### config.mk
export PLATFORM = sky130hd
export DESIGN_NAME = sram_port_arbiter
export DESIGN_NICKNAME = d
export VERILOG_FILES = /design/src/rtl/sram_port_arbiter_pkg.sv /design/src/rtl/sram_port_arbiter_starve_cnt.sv /design/src/rtl/sram_port_arbiter.sv
export SDC_FILE = /design/constraint.sdc
export NUM_CORES = 1
export LEC_CHECK = 0
export BUFFER_PORTS_ARGS = -buffer_cell sky130_fd_sc_hd__buf_2
export CORE_AREA = 10 10 109 111
export CTS_CLUSTER_DIAMETER = 60
export DETAILED_ROUTE_END_ITERATION = 7
export DIE_AREA = 0 0 119 121
export HOLD_SLACK_MARGIN = 0.15
export PLACE_DENSITY = 0.74
export SLEW_MARGIN = 5
export SYNTH_ARGS = -nofsm -noshare
export SYNTH_HDL_FRONTEND = slang
export SYNTH_SLANG_ARGS = --single-unit
export TNS_END_PERCENT = 1
### constraint.sdc
create_clock -name clk -period 4.5 [get_ports clk]
set_input_delay 0.9 -clock clk [delete_from_list [all_inputs] [get_ports clk]]
set_output_delay 0.9 -clock clk [all_outputs]
set_load 0.02 [all_outputs]
### src/rtl/sram_port_arbiter_pkg.sv
`default_nettype none
`timescale 1ns/1ps
// ============================================================================
// Module   : sram_port_arbiter_pkg
// Purpose  : Shared widths, FSM encodings and helpers for the SRAM arbiter.
// Revision : 1.0 - initial release
// ============================================================================
package sram_port_arbiter_pkg;

    localparam int REG_BUS_W       = 32;
    localparam int INST_ADDR_BUS_W = 32;
    localparam int PHYS_MASK_W     = 29;
    localparam int STARVE_CNT_W    = 3;

    typedef enum logic [1:0] {
        ARB_IDLE  = 2'b00,
        ARB_IWAIT = 2'b01,
        ARB_DWAIT = 2'b10
    } arb_state_t;

    typedef enum logic [1:0] {
        GRANT_NONE  = 2'b00,
        GRANT_FETCH = 2'b01,
        GRANT_DATA  = 2'b10
    } arb_grant_t;

    // Virtual-to-physical mapping: the top segment bits are simply cleared.
    function automatic logic [INST_ADDR_BUS_W-1:0] phys_addr(
        input logic [PHYS_MASK_W-1:0] vaddr
    );
        return {{(INST_ADDR_BUS_W-PHYS_MASK_W){1'b0}}, vaddr};
    endfunction

endpackage : sram_port_arbiter_pkg
`default_nettype wire

### src/rtl/sram_port_arbiter_starve_cnt.sv
`default_nettype none
`timescale 1ns/1ps
// ============================================================================
// Module   : arb_starve_cnt
// Purpose  : Saturating count of data grants made while a fetch is waiting.
// Revision : 1.0 - initial release
// ============================================================================
module arb_starve_cnt
    import sram_port_arbiter_pkg::*;
#(
    parameter int LIMIT = 4
) (
    input  logic clk,
    input  logic rst,
    input  logic d_grant,
    input  logic i_grant,
    input  logic i_pending,
    output logic limit
);

    localparam logic [STARVE_CNT_W-1:0] LIMIT_C = STARVE_CNT_W'(LIMIT);

    logic [STARVE_CNT_W-1:0] r_count;

    always_ff @(posedge clk or posedge rst) begin
        if (rst) begin
            r_count <= '0;
        end else if (i_grant || !i_pending) begin
            r_count <= '0;
        end else if (d_grant && (r_count < LIMIT_C)) begin
            r_count <= r_count + 1'b1;
        end
    end

    assign limit = (r_count >= LIMIT_C);

endmodule : arb_starve_cnt
`default_nettype wire

### src/rtl/sram_port_arbiter.sv
`default_nettype none
`timescale 1ns/1ps
// ============================================================================
// Module   : sram_port_arbiter
// Purpose  : Shares one synchronous SRAM port between fetch and data requesters.
// Revision : 1.0 - initial release
// ============================================================================
module sram_port_arbiter
    import sram_port_arbiter_pkg::*;
#(
    parameter int ADDR_W      = 32,
    parameter int DSTARVE_MAX = 4
) (
    input  logic                       clk,
    input  logic                       rst,

    input  logic                       i_req,
    input  logic [ADDR_W-1:0]          i_addr,
    output logic                       i_ack,
    output logic                       i_rvalid,
    output logic [REG_BUS_W-1:0]       i_rdata,

    input  logic                       d_req,
    input  logic [3:0]                 d_wen,
    input  logic [ADDR_W-1:0]          d_addr,
    input  logic [REG_BUS_W-1:0]       d_wdata,
    output logic                       d_ack,
    output logic                       d_rvalid,
    output logic [REG_BUS_W-1:0]       d_rdata,

    output logic                       stallreq_if,
    output logic                       stallreq_mem,

    output logic                       sram_en,
    output logic [3:0]                 sram_wen,
    output logic [INST_ADDR_BUS_W-1:0] sram_addr,
    output logic [REG_BUS_W-1:0]       sram_wdata,
    input  logic [REG_BUS_W-1:0]       sram_rdata
);

    arb_state_t           r_state;
    arb_state_t           w_state_nxt;
    arb_grant_t           w_grant;
    logic                 w_starve_limit;
    logic                 w_d_is_read;
    logic [REG_BUS_W-1:0] r_i_rdata_hold;
    logic [REG_BUS_W-1:0] r_d_rdata_hold;

    assign w_d_is_read = (d_wen == 4'b0000);

    if (ADDR_W > PHYS_MASK_W) begin : g_unused_hi
        logic w_unused_hi;
        assign w_unused_hi = ^{i_addr[ADDR_W-1:PHYS_MASK_W], d_addr[ADDR_W-1:PHYS_MASK_W]};
    end

    // Data wins unless fetch has already been passed over LIMIT times.
    // Nothing is issued while reset is held so every output reads as zero.
    always_comb begin
        w_grant = GRANT_NONE;
        if (!rst) begin
            if (d_req && (!i_req || !w_starve_limit)) begin
                w_grant = GRANT_DATA;
            end else if (i_req) begin
                w_grant = GRANT_FETCH;
            end
        end
    end

    arb_starve_cnt #(
        .LIMIT (DSTARVE_MAX)
    ) u_starve_cnt (
        .clk       (clk),
        .rst       (rst),
        .d_grant   (w_grant == GRANT_DATA),
        .i_grant   (w_grant == GRANT_FETCH),
        .i_pending (i_req),
        .limit     (w_starve_limit)
    );

    always_comb begin
        i_ack      = 1'b0;
        d_ack      = 1'b0;
        sram_en    = 1'b0;
        sram_wen   = 4'b0000;
        sram_addr  = '0;
        sram_wdata = '0;
        case (w_grant)
            GRANT_FETCH: begin
                i_ack     = 1'b1;
                sram_en   = 1'b1;
                sram_addr = phys_addr(i_addr[PHYS_MASK_W-1:0]);
            end
            GRANT_DATA: begin
                d_ack      = 1'b1;
                sram_en    = 1'b1;
                sram_wen   = d_wen;
                sram_addr  = phys_addr(d_addr[PHYS_MASK_W-1:0]);
                sram_wdata = d_wdata;
            end
            default: ;
        endcase
    end

    always_ff @(posedge clk or posedge rst) begin
        if (rst) begin
            r_state <= ARB_IDLE;
        end else begin
            r_state <= w_state_nxt;
        end
    end

    // The wait state only marks which requester owns the data returning now;
    // a fresh issue in the same cycle decides where the FSM goes next.
    always_comb begin
        w_state_nxt = ARB_IDLE;
        i_rvalid    = 1'b0;
        d_rvalid    = 1'b0;
        case (r_state)
            ARB_IWAIT: i_rvalid = 1'b1;
            ARB_DWAIT: d_rvalid = 1'b1;
            default:   ;
        endcase
        if (w_grant == GRANT_FETCH) begin
            w_state_nxt = ARB_IWAIT;
        end else if ((w_grant == GRANT_DATA) && w_d_is_read) begin
            w_state_nxt = ARB_DWAIT;
        end
    end

    always_ff @(posedge clk or posedge rst) begin
        if (rst) begin
            r_i_rdata_hold <= '0;
            r_d_rdata_hold <= '0;
        end else begin
            if (i_rvalid) begin
                r_i_rdata_hold <= sram_rdata;
            end
            if (d_rvalid) begin
                r_d_rdata_hold <= sram_rdata;
            end
        end
    end

    assign i_rdata = i_rvalid ? sram_rdata : r_i_rdata_hold;
    assign d_rdata = d_rvalid ? sram_rdata : r_d_rdata_hold;

    assign stallreq_if  = i_req & ~i_ack & ~rst;
    assign stallreq_mem = ~rst & ((d_req & ~d_ack) | ((r_state == ARB_DWAIT) & ~d_rvalid));

    a_dwait_returns: assert property (@(posedge clk) disable iff (rst)
        !((r_state == ARB_DWAIT) && !d_rvalid));

endmodule : sram_port_arbiter
`default_nettype wire

==> results of run 1 <==
worst max-delay path, stage by stage:
cell	delay (ns)
buf_2	0.12
clkinvlp_4	0.07
nand2_1	0.07
a21oi_1	0.18
ha_1	0.86
a22oi_1	0.21
nor2_1	0.18
buf_2	0.20
sequential cells by signal, indices dropped and copies added (netlist names):
name	cells
r_d_rdata_hold	32
r_state	2
r_i_rdata_hold	32
u_starve_cnt.r_count	3
metal layers:
layer  vias to the layer above  GRT usage, %  part of all wire, %
met5                         -             0                    0
met4                         0          5.04                  1.4
met3                        16          6.51                  8.5
met2                       171          33.5                   55
met1                      1520          17.3                   35
li1                       1494             -                    -
stage by stage:
| step | cell area, um^2 | total power, mW | hold WS (ns) | worst slack (ns) |
|---|---|---|---|---|
| final | 5000 | 2.02 | 0.494 | 0.781 |
| after global routing | 5000 | 2.13 | 0.505 | 0.535 |
| after floorplan | 3370 | 1.18 | 0.493 | 0.169 |
| after CTS | 5000 | 2.06 | 0.500 | 0.792 |
| after detailed placement | 4760 | 1.45 | 0.483 | 0.806 |
| after global placement | 4760 | 1.42 | 0.475 | 0.909 |
kinds of logic after synthesis:
kind of cell | Yosys count | synth area share (%)
flip-flops | 69 | 51.5
buffers and inverters | 30 | 4.44
AND/OR/NAND/NOR | 80 | 12.6
AO/OA/AOI/OAI | 35 | 7.72
adder cells (fa/ha/maj) | 5 | 1.86
multiplexers | 65 | 21.8
other | 1 | 0.112
layout make-up:
| cell class | instances | area, um^2 |
|---|---|---|
| clock inverters | 6 | 111 |
| inverters | 6 | 26.3 |
| flip-flops and latches | 69 | 1730 |
| well taps | 133 | 166 |
| multi-input cells | 188 | 1500 |
| clock buffers | 9 | 124 |
| repair buffers | 268 | 1350 |
| fillers | 950 | 4640 |
how the worst max path moves through the flow:
stage,startpoint,endpoint,cells past startpoint
3_3_place_gp,rst,sram_addr[12],8
4_1_cts,rst,sram_addr[12],8
6_report,rst,sram_addr[12],8
3_5_place_dp,rst,sram_addr[12],8
2_1_floorplan,rst,sram_addr[12],7
5_1_grt,rst,sram_addr[12],8
synth_stat cells:
cell and n:
dfrtp_1 69, mux2_2 64, and2_1 36, nor2_1 34, a22oi_1 29, clkbuf_1 11
buf_4 8, inv_1 6, buf_2 5, ha_1 5, a21oi_1 2, nand2_1 2
nand2b_1 2, or4b_1 2, a2111oi_0 1, a21o_1 1, a41o_1 1, conb_1 1
mux2i_1 1, nand2b_4 1, nand3_1 1, nor2b_1 1, nor3_1 1, o21ai_0 1
power by group through the flow:
stage	clock network [mW]	logic, mW	registers, mW
after detailed placement	0	0.665	0.786
final	0.597	0.654	0.772
after global placement	0	0.648	0.776
after global routing	0.643	0.701	0.784
after CTS	0.615	0.667	0.774
after floorplan	0	0.413	0.772
==> metrics.txt, run 1 <==
Internal 1.36 mW; remaining routing DRC violations 0; worst IR drop on VDD 0.000155 V; total number of H-tree levels 3; total grt overflow 0; Placed Cells 664; register area share after synthesis 51.5%; Endpoint, Worst Hold r_i_rdata_hold[11]; Avg Inst Size Synth between 10 and 15 um^2; CTS clk-pin slew, worst paths approximately 0.07 ns; top post-synthesis cells by area dfrtp_1 51%, mux2_2 21%, and2_1 6.7%; initial antenna violation count 0; DR vias/cell around 4.7; Yosys top cell by area dfrtp_1; starting density of the core 34.8%; Flop pwr share 38.2%; Crit Path Class primary input to primary output; setup violators final 0; die area 14400 um^2; largest net degree at the start of global routing 70; synthesized instance count 285; headroom to the max-slew limit 32.8%; Post-Route Skew 0.0108 ns; Tmin final 3.72 ns; GRT Total Usage 17.6%; Arr. time, crit path roughly 2.8 ns; CTS max path bufs 2; most frequent cells in the layout 265 x buf_2, 69 x dfrtp_1, 64 x mux2_2; CTS tree yes; WL final 13600 um; fin. max-slew vios 0; Pwr Density 405 nW/um^2; f_max ~270 MHz; RR Endpoint u_starve_cnt.r_count[0]; Layout Nets 683; count of final hold-check violations 0; clock sinks 69; Switching Share 32.7%; CTS root buf clkbuf_8; initial drt markers between 150 and 200; beginning of the worst hold path r_i_rdata_hold[11]; RD Place Congestion 0.875; Yosys reg bits 69; antenna viol nets, final 0; Placement Rows 36; # hold bufs at CTS 0; share of cells above drive strength 1 64.3%; Combinational Power Share between 30 and 40%; max cap viols 0; CORE AREA 9640 um^2; Post-CTS Setup Bufs 0; TritonCTS buffer count 9; Worst EP required 3.60 ns; clk_lat worst skew 0.35 ns; CP max FO 30; total number of vias 3201; Static Leak 2.68 nW; Area growth syn-to-layout 49.0%; Critical Path Source Type primary input; Slew @ Worst Pin just over 1 ns; fin cells between 600 and 700; RSZ-0062 raised after global routing false; vias in the first global route 3390; Avg WL per Cell around 20 um; PostCTS Resize Cnt 0; I/O pins 275; Die Ht 121 um; Worst Hold Class flip-flop to flip-flop; total negative slack 0 ns; worst hold path depth 1; # diodes 0; Die X 119 um; drt pass-1 iters 4; post-synth cell types 24; final core utilization 51.9%; Worst R2R Start u_starve_cnt.r_count[2]; outcome completed; R2R cell count 7; Syn. warnings 0; dpl hpwl ~11000 um; FF-to-FF setup slack 2.42 ns; global-route wire length before repair a little under 20000 um; Cell Area, Synth approximately 3400 um^2; clock power share 29.5%; NetSw 0.662 mW; Yosys top cell area share 51.5%; I/O Buffers ~270; Setup crit end kind primary output; period utilization just over 80%; commonest non-fill, non-tap cell in the layout buf_2
Note: power is estimated with default switching activity, not from simulation.
==> run 2: changes to the inputs <==
==> constraint.sdc (replaced) <==
create_clock -name clk -period 3.23 [get_ports clk]
set_input_delay 0.646 -clock clk [delete_from_list [all_inputs] [get_ports clk]]
set_output_delay 0.646 -clock clk [all_outputs]
set_load 0.02 [all_outputs]
==> run 2 against run 1 <==
Net effect:
- utilization increased by 3.2 points
- final area is 6.2% higher
- combinational power is 45% higher
- worst hold slack got worse by 0.023 ns
- clock power increased by 38%
- total power increased by 41%
- via count decreased by 1.1%
- flip-flop and latch count unchanged
- critical path depth unchanged
- largest power group unchanged
==> metrics.txt, run 2 (same netlist as run 1, synthesis figures left out) <==
outcome completed; TritonCTS buffer count 9; CTS root buf clkbuf_8; vias in the first global route 3541; total grt overflow 0; remaining routing DRC violations 0; Tot Pwr 2.85 mW; RSZ-0062 raised after global routing false; dpl hpwl approximately 11000 um; count of final hold-check violations 0; DR vias/cell 4.65; Placement Rows 36; f_max 358 MHz; I/O Buffers roughly 270; Worst EP required between 2 and 3 ns; initial antenna violation count 0; clock sinks slightly below 70; # hold bufs at CTS 0; setup violators final 0; Tmin final 2.79 ns; die area 14400 um^2; CTS tree yes; I/O pins approximately 280; CTS clk-pin slew, worst paths around 0.070 ns; initial drt markers 138; CTS max path bufs 2; FF-to-FF setup slack 1.14 ns; final instance area 5310 um^2; Critical Path Source Type flip-flop; # diodes 0; global-route wire length before repair 19300 um; Avg WL per Cell 18.8 um; starting density of the core 34.8%; clk_lat worst skew 0.33 ns; CP max FO 24; Filler Cell Count 898; Die X 119 um; period utilization 86.4%; Layout Nets 685; Post-CTS Setup Bufs 0; total number of vias about 3.2k; drt pass-1 iters 4; share of cells above drive strength 1 78.1%; RD Place Congestion about 0.81; Post-Route Skew a little over 0.006 ns; top flop regs r_d_rdata_hold: 32 flops, r_i_rdata_hold: 32 flops, u_starve_cnt.r_count: 3 flops; PostCTS Resize Cnt 0; Multi-input gate area 1750 um^2; Static Leak 2.73 nW; Register Area 1730 um^2; antenna viol nets, final 0; Die Ht 121 um; worst IR drop on VDD 0.000217 V; fin. max-slew vios 0; Crit Path Class flip-flop to primary output; max cap viols 0; CORE AREA 9640 um^2; total number of H-tree levels 3; final core utilization between 50 and 60%; most frequent cells in the layout 265 x buf_2, 69 x dfrtp_1, 64 x mux2_2; commonest non-fill, non-tap cell in the layout buf_2; Area growth syn-to-layout 58.2%; largest net degree at the start of global routing 70; Slew @ Worst Pin around 0.86 ns; Pwr Density 537 nW/um^2; GRT Total Usage between 15 and 20%; Setup crit end kind primary output; DP Area 5070 um^2; Worst Hold Class primary input to flip-flop; Arr. time, crit path 2.14 ns; headroom to the max-slew limit 42.3%; WL final roughly 13000 um
==> run 2: cell types whose count changed in the layout (fill, tap and decap cells not counted), moves of 2 or more <==
cell / previous run / this run
nor2_1: 34 / 4
and2_1: 36 / 7
and2_2: 0 / 29
nor2_2: 0 / 21
a22oi_1: 29 / 19
a22oi_2: 0 / 10
nor2_4: 0 / 9
buf_12: 0 / 3
ha_1: 5 / 2
ha_2: 0 / 2
==> run 2: power by group <==
part | switching, mW | internal [mW] | total [mW]
logic | 0.577 | 0.374 | 0.951
registers | 0.0417 | 1.03 | 1.07
clock network | 0.315 | 0.510 | 0.825
total | 0.933 | 1.92 | 2.85
==> run 2: per-layer routing <==
layer  global-route usage [%]  wire length [um]  vias up
met5                        0                 0        -
li1                         -                 -     1495
met2                     29.3              6530      156
met3                     7.54              1270       28
met1                     16.4              4490     1487
met4                     8.93               490        0
==> run 2: final cells by class <==
class	count	share of cell area (%)
Tap cell	133	3.14
Multi-Input combinational cell	188	33.0
Sequential cell	69	32.5
Inverter	6	0.495
Clock buffer	9	2.33
Clock inverter	6	2.10
Timing Repair Buffer	270	26.4
==> run 2: critical path: stages, from the launching register on <==
cell and delay (ns):
dfrtp_1 0.47, nand2b_1 0.19, nand3_4 0.11, inv_1 0.10
ha_2 0.34, buf_12 0.21, a22oi_1 0.09, nor2_2 0.12
buf_2 0.17
==> run 2: worst paths after layout <==
path | endpoint | startpoint | depth (start not counted)
hold reg to reg | r_d_rdata_hold[19] | r_d_rdata_hold[19] | 1
min in group asynchronous | u_starve_cnt.r_count[0] | rst | 3
setup reg to reg | u_starve_cnt.r_count[2] | u_starve_cnt.r_count[2] | 6
setup / recovery | sram_addr[15] | u_starve_cnt.r_count[2] | 8
hold / removal | r_state[1] | d_wen[3] | 2
max in group asynchronous | r_d_rdata_hold[10] | rst | 3
==> run 2: metrics by stage <==
step                instances  setup WS [ns]  TNS (ns)  hold slack (ns)
floorplan                 287         -0.183     -9.28            0.493
global placement          666          0.518         0            0.475
detailed placement        666          0.472         0            0.480
CTS                       681          0.391         0            0.454
global route              681          0.236         0            0.467
finish                    681          0.440         0            0.472
